$ cat config.mk
export PLATFORM = sky130hd
export DESIGN_NAME = fifo_write_arbiter
export DESIGN_NICKNAME = d
export VERILOG_FILES = /design/src/rtl/fifo_arb_pkg.sv /design/src/rtl/fifo_write_arbiter_rr_pick.sv /design/src/rtl/fifo_write_arbiter.sv
export SDC_FILE = /design/constraint.sdc
export NUM_CORES = 1
export LEC_CHECK = 0
export ABC_AREA = 1
export CORE_MARGIN = 1.5
export CORE_UTILIZATION = 40
export CTS_CLUSTER_SIZE = 25
export DETAILED_ROUTE_END_ITERATION = 10
export PLACE_DENSITY = 0.78
export SLEW_MARGIN = 10
export SYNTH_ARGS = -nofsm -noshare
export SYNTH_HDL_FRONTEND = slang
export SYNTH_SLANG_ARGS = --single-unit
$ cat constraint.sdc
create_clock -name wclk -period 2.46 [get_ports wclk]
set_input_delay 0.369 -clock wclk [delete_from_list [all_inputs] [get_ports wclk]]
set_output_delay 0.369 -clock wclk [all_outputs]
set_load 0.02 [all_outputs]
$ cat src/rtl/fifo_arb_pkg.sv
// Shared types and helpers for the FIFO write-port arbiter.
// Also used by other arbiters that need a source-id width.
package fifo_arb_pkg;

   typedef enum logic {
      IDLE,
      XFER
   } state_e;

   function automatic int id_width(input int n);
      return ($clog2(n) > 1) ? $clog2(n) : 1;
   endfunction

   function automatic logic [3:0] onehot2bin(input logic [15:0] oh);
      logic [3:0] b;
      b = '0;
      for (int i = 0; i < 16; i++) begin
         if (oh[i]) b = b | 4'(i);
      end
      return b;
   endfunction

endpackage

$ cat src/rtl/fifo_write_arbiter_rr_pick.sv
// Combinational round-robin pick: first request at or after ptr,
// wrapping modulo N.
module rr_pick
   import fifo_arb_pkg::*;
#(
   parameter int N = 4
) (
   input  logic [N-1:0]             req_i,
   input  logic [id_width(N)-1:0]   ptr_i,
   output logic [N-1:0]             gnt_o,
   output logic                     any_o
);

   localparam int IDW = id_width(N);

   logic [IDW:0]   sum;
   logic [IDW-1:0] idx;

   always_comb begin
      gnt_o = '0;
      any_o = 1'b0;
      sum   = '0;
      idx   = '0;
      for (int k = 0; k < N; k++) begin
         sum = {1'b0, ptr_i} + (IDW+1)'(k);
         if (sum >= (IDW+1)'(N)) sum = sum - (IDW+1)'(N);
         idx = sum[IDW-1:0];
         if (!any_o && req_i[idx]) begin
            gnt_o[idx] = 1'b1;
            any_o      = 1'b1;
         end
      end
   end

endmodule

$ cat src/rtl/fifo_write_arbiter.sv
// Round-robin packet arbiter for the write port of an async FIFO.
// Each written word is tagged {src_id, last, data}.
module fifo_write_arbiter
   import fifo_arb_pkg::*;
#(
   parameter int N         = 4,
   parameter int DW        = 8,
   parameter int MAX_BEATS = 64
) (
   input  logic                     wclk,
   input  logic                     wrst,
   input  logic [N-1:0]             s_valid,
   input  logic [N-1:0]             s_last,
   input  logic [N*DW-1:0]          s_data,
   output logic [N-1:0]             s_ready,
   input  logic                     wfull,
   output logic                     winc,
   output logic [id_width(N)+DW:0]  wdata,
   output logic [N-1:0]             grant,
   output logic                     busy,
   output logic                     overrun
);

   localparam int IDW = id_width(N);
   localparam int CW  = $clog2(MAX_BEATS + 1);
   localparam logic [CW-1:0] CNT_MAX = CW'(MAX_BEATS);
   localparam logic [CW-1:0] CNT_LIM = CW'(MAX_BEATS - 1);

   state_e         state_q, state_d;
   logic [N-1:0]   grant_q, grant_d;
   logic [IDW-1:0] ptr_q, ptr_d;
   logic [CW-1:0]  cnt_q, cnt_d;
   logic           ovr_q, ovr_d;

   logic [N-1:0]   pick;
   logic           pick_any;
   logic [IDW-1:0] gidx;
   logic           sel_valid, sel_last;
   logic [DW-1:0]  sel_data;
   logic           xfer, open, fire;

   rr_pick #(.N(N)) u_pick (
      .req_i (s_valid),
      .ptr_i (ptr_q),
      .gnt_o (pick),
      .any_o (pick_any)
   );

   always_comb begin
      sel_data = '0;
      for (int i = 0; i < N; i++) begin
         if (grant_q[i]) sel_data = sel_data | s_data[i*DW +: DW];
      end
   end

   assign gidx      = IDW'(onehot2bin(16'(grant_q)));
   assign sel_valid = |(s_valid & grant_q);
   assign sel_last  = |(s_last & grant_q);

   // Reset gates the handshake combinationally, whatever the state.
   assign xfer = (state_q == XFER);
   assign open = xfer & ~wfull & ~wrst;
   assign fire = open & sel_valid;

   assign s_ready = open ? grant_q : '0;
   assign winc    = fire;
   assign wdata   = {gidx, sel_last, sel_data};
   assign grant   = grant_q;
   assign busy    = xfer;
   assign overrun = ovr_q;

   always_comb begin
      state_d = state_q;
      grant_d = grant_q;
      ptr_d   = ptr_q;
      cnt_d   = cnt_q;
      ovr_d   = ovr_q;
      unique case (state_q)
         IDLE: begin
            if (pick_any) begin
               state_d = XFER;
               grant_d = pick;
               cnt_d   = '0;
            end
         end
         XFER: begin
            if (fire) begin
               if (cnt_q != CNT_MAX) cnt_d = cnt_q + CW'(1);
               if (!sel_last && cnt_q == CNT_LIM) ovr_d = 1'b1;
               if (sel_last) begin
                  state_d = IDLE;
                  grant_d = '0;
                  ptr_d   = (gidx == IDW'(N-1)) ? '0 : gidx + IDW'(1);
               end
            end
         end
         default: ;
      endcase
   end

   always_ff @(posedge wclk) begin
      if (wrst) begin
         state_q <= IDLE;
         grant_q <= '0;
         ptr_q   <= '0;
         cnt_q   <= '0;
         ovr_q   <= 1'b0;
      end else begin
         state_q <= state_d;
         grant_q <= grant_d;
         ptr_q   <= ptr_d;
         cnt_q   <= cnt_d;
         ovr_q   <= ovr_d;
      end
   end

endmodule

### Word-level counts from Yosys, hierarchy flattened

Cells that the tools add are included.

| storage, ports and cells | value |
|---|---|
| bits in registers | 15 |
| input port bits | 43 |
| output and inout port bits | 22 |
| word-level logic and storage cells | 114 |

| cells by class | value |
|---|---|
| $lt $le $gt $ge | 12 |
| muxes and demuxes | 49 |
| reduce and logical (&&, ||, !) cells | 18 |
| bitwise gates (word level) | 14 |
| $add $sub $neg | 9 |
| equal/unequal tests | 7 |

Operator list:

| cell | count |
|---|---|
| $mux 4 | 8 |
| $mux 8 | 4 |
| $or 8x8->8 | 3 |
| $mux 7 | 3 |
| $mux 1 | 16 |
| $mux 2 | 7 |
| $pmux 7 s2 | 1 |
| $lt 2x3->1 const B | 4 |
| $or 4x4->4 | 3 |
| $reduce_and 3->1 | 4 |
| $ge 3x3->1 const B | 3 |
| $and 4x4->4 | 2 |
| $bmux 1 s2 | 4 |
| $demux 1 s2 | 4 |
| $ge 2x1->1 const B | 4 |
| $logic_and 1x1->1 | 8 |
| $pmux 4 s2 | 1 |
| $reduce_or 4->1 | 2 |
| $sub 2x1->2 const B | 4 |
| $add 7x1->7 const B | 1 |
| $eq 7x6->1 const B | 1 |
| $ne 7x7->1 const B | 1 |
| $add 2x2->3 const B | 2 |
| $logic_not 1->1 | 4 |
| 9 further kinds | 15 |

### Depth between registers and ports, before layout

Gate-level depths: netlist of the first run.

| depth | value |
|---|---|
| depth after elaboration | 16 |
| gate-level depth with buffers | 12 |
| depth with buffers taken out | 12 |

### Modules after synthesis

A second synthesis of the first run with hierarchy kept.

| second synthesis, totals | value |
|---|---|
| cell total of the unflattened synthesis | 262 |
| area total of the unflattened synthesis | 1508.9 sq um |

By module, submodules not included:

| module | instances | area an instance (sq um) | sequential area each (sq um) | cells each |
|---|---|---|---|---|
| fifo_write_arbiter | 1 | 1084.8 | 300.3 | 186 |
| rr_pick | 1 | 424.2 | 0.0 | 76 |

### Least setup slack after synthesis of the first run

No wires, ideal clock.

| path | value |
|---|---|
| path type | reg2reg |
| start point | register ptr_q[0] |
| end point | register grant_q[0] (netlist: grant[0]) |
| library setup time | 0.071 ns |
| buffers on the path | 1 |
| period minus slack after synthesis | 1.890 ns |
| setup slack | 0.570 ns |
| cell stages (with the launch flop) | 13 |
| data required time | 2.389 ns |
| arrival | 1.820 ns |
| cell sequence | dfxtp_1 inv_2 ha_1 inv_1 nand3_1 nand2_1 nand2_4 nor2_8 nand2_2 nand2_2 buf_6 nand3_1 a21oi_1 |

| on the way | value |
|---|---|
| longest elaborated chain between the ends | 16 |
| elaborated cells on any way between the ends | 64 |
| classes of those cells | 7 x add/sub; 12 x order compare; 1 x eq/ne; 30 x mux; 3 x bitwise; 11 x reduce/logical |

RTL lines:

| what | line | source |
|---|---|---|
| start: declaration | fifo_write_arbiter.sv:31 | `logic [IDW-1:0] ptr_q, ptr_d;` |
| start signal: assignment | fifo_write_arbiter.sv:111 | `ptr_q <= ptr_d;` |
| branches (longest 16 deep; another with $add 2x1->3) | n/a |  |
| end signal: assignment | fifo_write_arbiter.sv:110 | `grant_q <= grant_d;` |
| end: declaration | fifo_write_arbiter.sv:30 | `logic [N-1:0] grant_q, grant_d;` |

Parallel ways; which one is timed is not known. The select of a mux whose other input is x is not followed.
A chain may end at the register's enable or synchronous reset.

### Final worst setup path of the first run

| path | value |
|---|---|
| start point | input port wrst |
| end point | output port s_ready[3] |

| on the way | value |
|---|---|
| longest elaborated chain between the ends | 3 |

RTL lines:

| what | line | source |
|---|---|---|
| start: declaration | fifo_write_arbiter.sv:11 | `input logic wrst,` |
| $not 1->1 | fifo_write_arbiter.sv:62 | `assign open = xfer & ~wfull & ~wrst;` |
| $and 1x1->1 | fifo_write_arbiter.sv:62 |  |
| $mux 4 | fifo_write_arbiter.sv:65 | `assign s_ready = open ? grant_q : '0;` |
| end: declaration | fifo_write_arbiter.sv:15 | `output logic [N-1:0] s_ready,` |

Every way passes these cells.

==> results of run 1 <==
## cell families after synthesis
kind of cell             share of synthesized area [%]
adder cells (fa/ha/maj)                           7.89
XOR/XNOR                                          1.23
AND/OR/NAND/NOR                                   52.1
buffers and inverters                             9.73
flip-flops                                        21.0
AO/OA/AOI/OAI                                     8.06
## power by group through the flow
stage               clock network [mW]  logic [mW]  registers, mW
floorplan                            0       0.141          0.271
global route                     0.154       0.333          0.259
detailed placement                   0       0.305          0.264
global placement                     0       0.304          0.263
finish                           0.140       0.306          0.258
CTS                              0.146       0.307          0.258
## cell usage in the layout (no fill, tap or decap), drive strengths merged
cell type / count
nand2: 87
clkdlybuf4s50: 59
nand3: 36
nor2: 27
inv: 26
dfxtp: 15
a21oi: 13
buf: 12
nand4: 11
ha: 9
dlymetal6s2s: 5
o21ai: 4
clkbuf: 3
nor3b: 2
a22o: 1
o22ai: 1
a211oi: 1
xor2: 1
xnor2: 1
o21bai: 1
clkinv: 1
## sequential cells by signal (all words and copies together), names as in the netlist
name     count
grant        4
overrun      1
busy         1
ptr_q        2
cnt_q        7
## worst register-to-register path, cell delays in order, from the launching register on
cell and delay [ns]:
dfxtp_1 0.36, inv_2 0.04, ha_1 0.34, inv_1 0.11
nand3_1 0.08, nand2_1 0.13, nand2_4 0.08, nor2_8 0.11
nand2_2 0.06, nand2_2 0.15, buf_4 0.16, nand3_1 0.06
a21oi_1 0.15
## layer usage
metal	up-vias	routed length [um]
li1	932	-
met3	4	196
met1	805	2120
met2	56	2020
met5	-	0
met4	0	32
## worst max-delay path by stage
stage,startpoint,to,slack (ns),cells after the start
floorplan,ptr_q[0]$_SDFFE_PP0P_,grant[0]$_SDFFE_PP0P_,0.57,12
global placement,wrst,s_ready[1],-0.01,8
detailed placement,wrst,s_ready[2],-0.05,8
CTS,wrst,s_ready[2],0.03,8
global route,busy$_SDFF_PP0_,s_ready[0],0.21,8
finish,wrst,s_ready[3],0.37,8
## cell type report
class	instances	share of cell area, %
inverters	26	4.40
repair buffers	76	33.5
well taps	46	2.60
clock buffers	3	1.02
flip-flops and latches	15	13.5
multi-input cells	195	44.7
clock inverters	1	0.226
## stage by stage
step,hold WS (ns),cells
2_1_floorplan,0.447,243
3_3_place_gp,0.460,358
3_5_place_dp,0.466,358
4_1_cts,0.489,362
5_1_grt,0.527,362
6_report,0.492,362
==> flow_summary.ini, run 1 <==
[run_status]
status = finished, final reports clean

[clocking]
cts.sinks = 15
cts_setup_buffers = 0
cts_resized = 1
cts_inserted_buffers = 3
clock_latency_ns = 0.28
cts_buffer_depth = 2
clk_pin_slew_ns = 0.08
root_buffer = clkbuf_4
cts_tree = yes
ctsHoldBuffers = 0
h-tree-depth = 1

[pwr]
combPwrFrac_pct = 43.5
clockPowerShare_pct = 19.8
cellPowerDensity_mw_per_mm2 = 318
p_seq_share_pct = 36.6
p_sw_share_pct = 34.4
max-vdd-ir-drop_uv = 275
p_leak_nw = 1.02
netSwitchingPower_mw = 0.242
total_power_mw = 0.704
internal_power_mw = 0.462

[synthesis]
syn_nets = 295
synth_edf_count = 0
synthTopCellsByCount = nand2_1, nand3_1, nor2_1, inv_1, dfxtp_1
syn_avg_cell_area_um2 = 5.87
seq_area_frac_synth_pct = 21.0
synth_flop_cell = dfxtp_1
ys_warn_count = 0
syn_inst = 243
synth_top_area_share_pct = 21.3
yosys-top-cells-area = nand2_1, dfxtp_1, nand3_1, ha_1, nor2_1
ys_types = 25
synthArstFlopShare_pct = 0
synth.most_common_cell = nand2_1
synth.largest_area_cell = nand2_1
yosys_register_bits = 15
netlist_area_mm2 = 0.00143

[final_layout]
design_area_mm2 = 0.00222
fin_nets = 369
multi_input_area_um2 = 991
post-route-util_pct = 65.4
seqCellArea_um2 = 300
syn2layout_area_growth_pct = 55.3
fill_cells = 313
diodes = 0
drive_above_1_share_pct = 8.86

[grt]
use_met2_pct = 37.1
grt_pass1_wl_um = 7490
grt-busiest-layer = met2
grt.met1_usage_pct = 32.3
met3_usage_pct = 1.98
grt_overflow_total = 0
grt_pass1_vias = 1671
grt_usage_pct = 22.7
grt_max_degree = 14
antenna_found_initial = 0

[placement]
dp_slack_ns = -0.0529
dpl_cell_area_mm2 = 0.00217
portBuffers = 64
hpwl_um = 3460
gp_congestion = 0.898

[timing]
slew_headroom_pct = 77.7
hold_viol_final = 0
fmax_ghz = 0.478
tns_ns = 0
finalMaxSlewViolations = 0
setup_viol = 0
period_share_pct = 85.1
skew_ns = 0.00866
fin_ws_ns = 0.367
rsz0062_at_grt = false
min_period_ns = 2.09
worst_slew_pin_slew_ns = 0.333

[setup_path]
path_max_fanout = 4
crit_arrival_ns = 1.72
r2r_end = cnt_q[4]$_SDFFE_PP0P_
crit_buf_inv = 5
r2r_cells = 12
worst-setup-path-type = in -> out
critPathMaxStageDelay_ns = 0.42
r2r-start = ptr_q[0]$_SDFFE_PP0P_
r2r_slack_ns = 0.56
worstSetupEndpointType = output port
path_delay_family = buffers and inverters
critPathSlowestCell = clkdlybuf4s50_1
startpoint_type = primary input
path_cells = clkdlybuf4s50_1, nor2_1, inv_1, nor2_2, inv_1, buf_4, nor2_1, dlymetal6s2s_1
crit_required_ns = 2.09

[floorplan]
die_h_um = 62.7
fp-row-count = 21
fp.dieW_um = 62.7
io_pins = 65
core-area_mm2 = 0.00339
die_area_mm2 = 0.00394
start_util_pct = 42.1

[hold_path]
holdCritPathClass = reg -> reg
hp-start = overrun$_SDFFE_PP0P_
hold_path_end = overrun$_SDFFE_PP0P_
hold_depth = 2

[route]
wl_per_cell_um = 12.1
drc = 0
initialDrtViolationCount = 115
routed_wl_um = 4370
avgViaCountPerCell = 4.96
drtAntennaViolNets = 0
vias = 1797
drt_pre_antenna_iters = 4

[job]
drv_cap = 0
No activity file was read; power rests on OpenSTA's default activity.
==> inputs of run 2 (changes only) <==
--- a/config.mk
+++ b/config.mk
@@ -6,12 +6,13 @@
 export NUM_CORES = 1
 export LEC_CHECK = 0
 export ABC_AREA = 1
+export CAP_MARGIN = 15
 export CORE_MARGIN = 1.5
 export CORE_UTILIZATION = 40
 export CTS_CLUSTER_SIZE = 25
 export DETAILED_ROUTE_END_ITERATION = 10
 export PLACE_DENSITY = 0.78
-export SLEW_MARGIN = 10
+export SLEW_MARGIN = 20
 export SYNTH_ARGS = -nofsm -noshare
 export SYNTH_HDL_FRONTEND = slang
 export SYNTH_SLANG_ARGS = --single-unit
==> results of run 2 <==
Same layout as run 1: the final DEF is identical, and so are final timing and power.
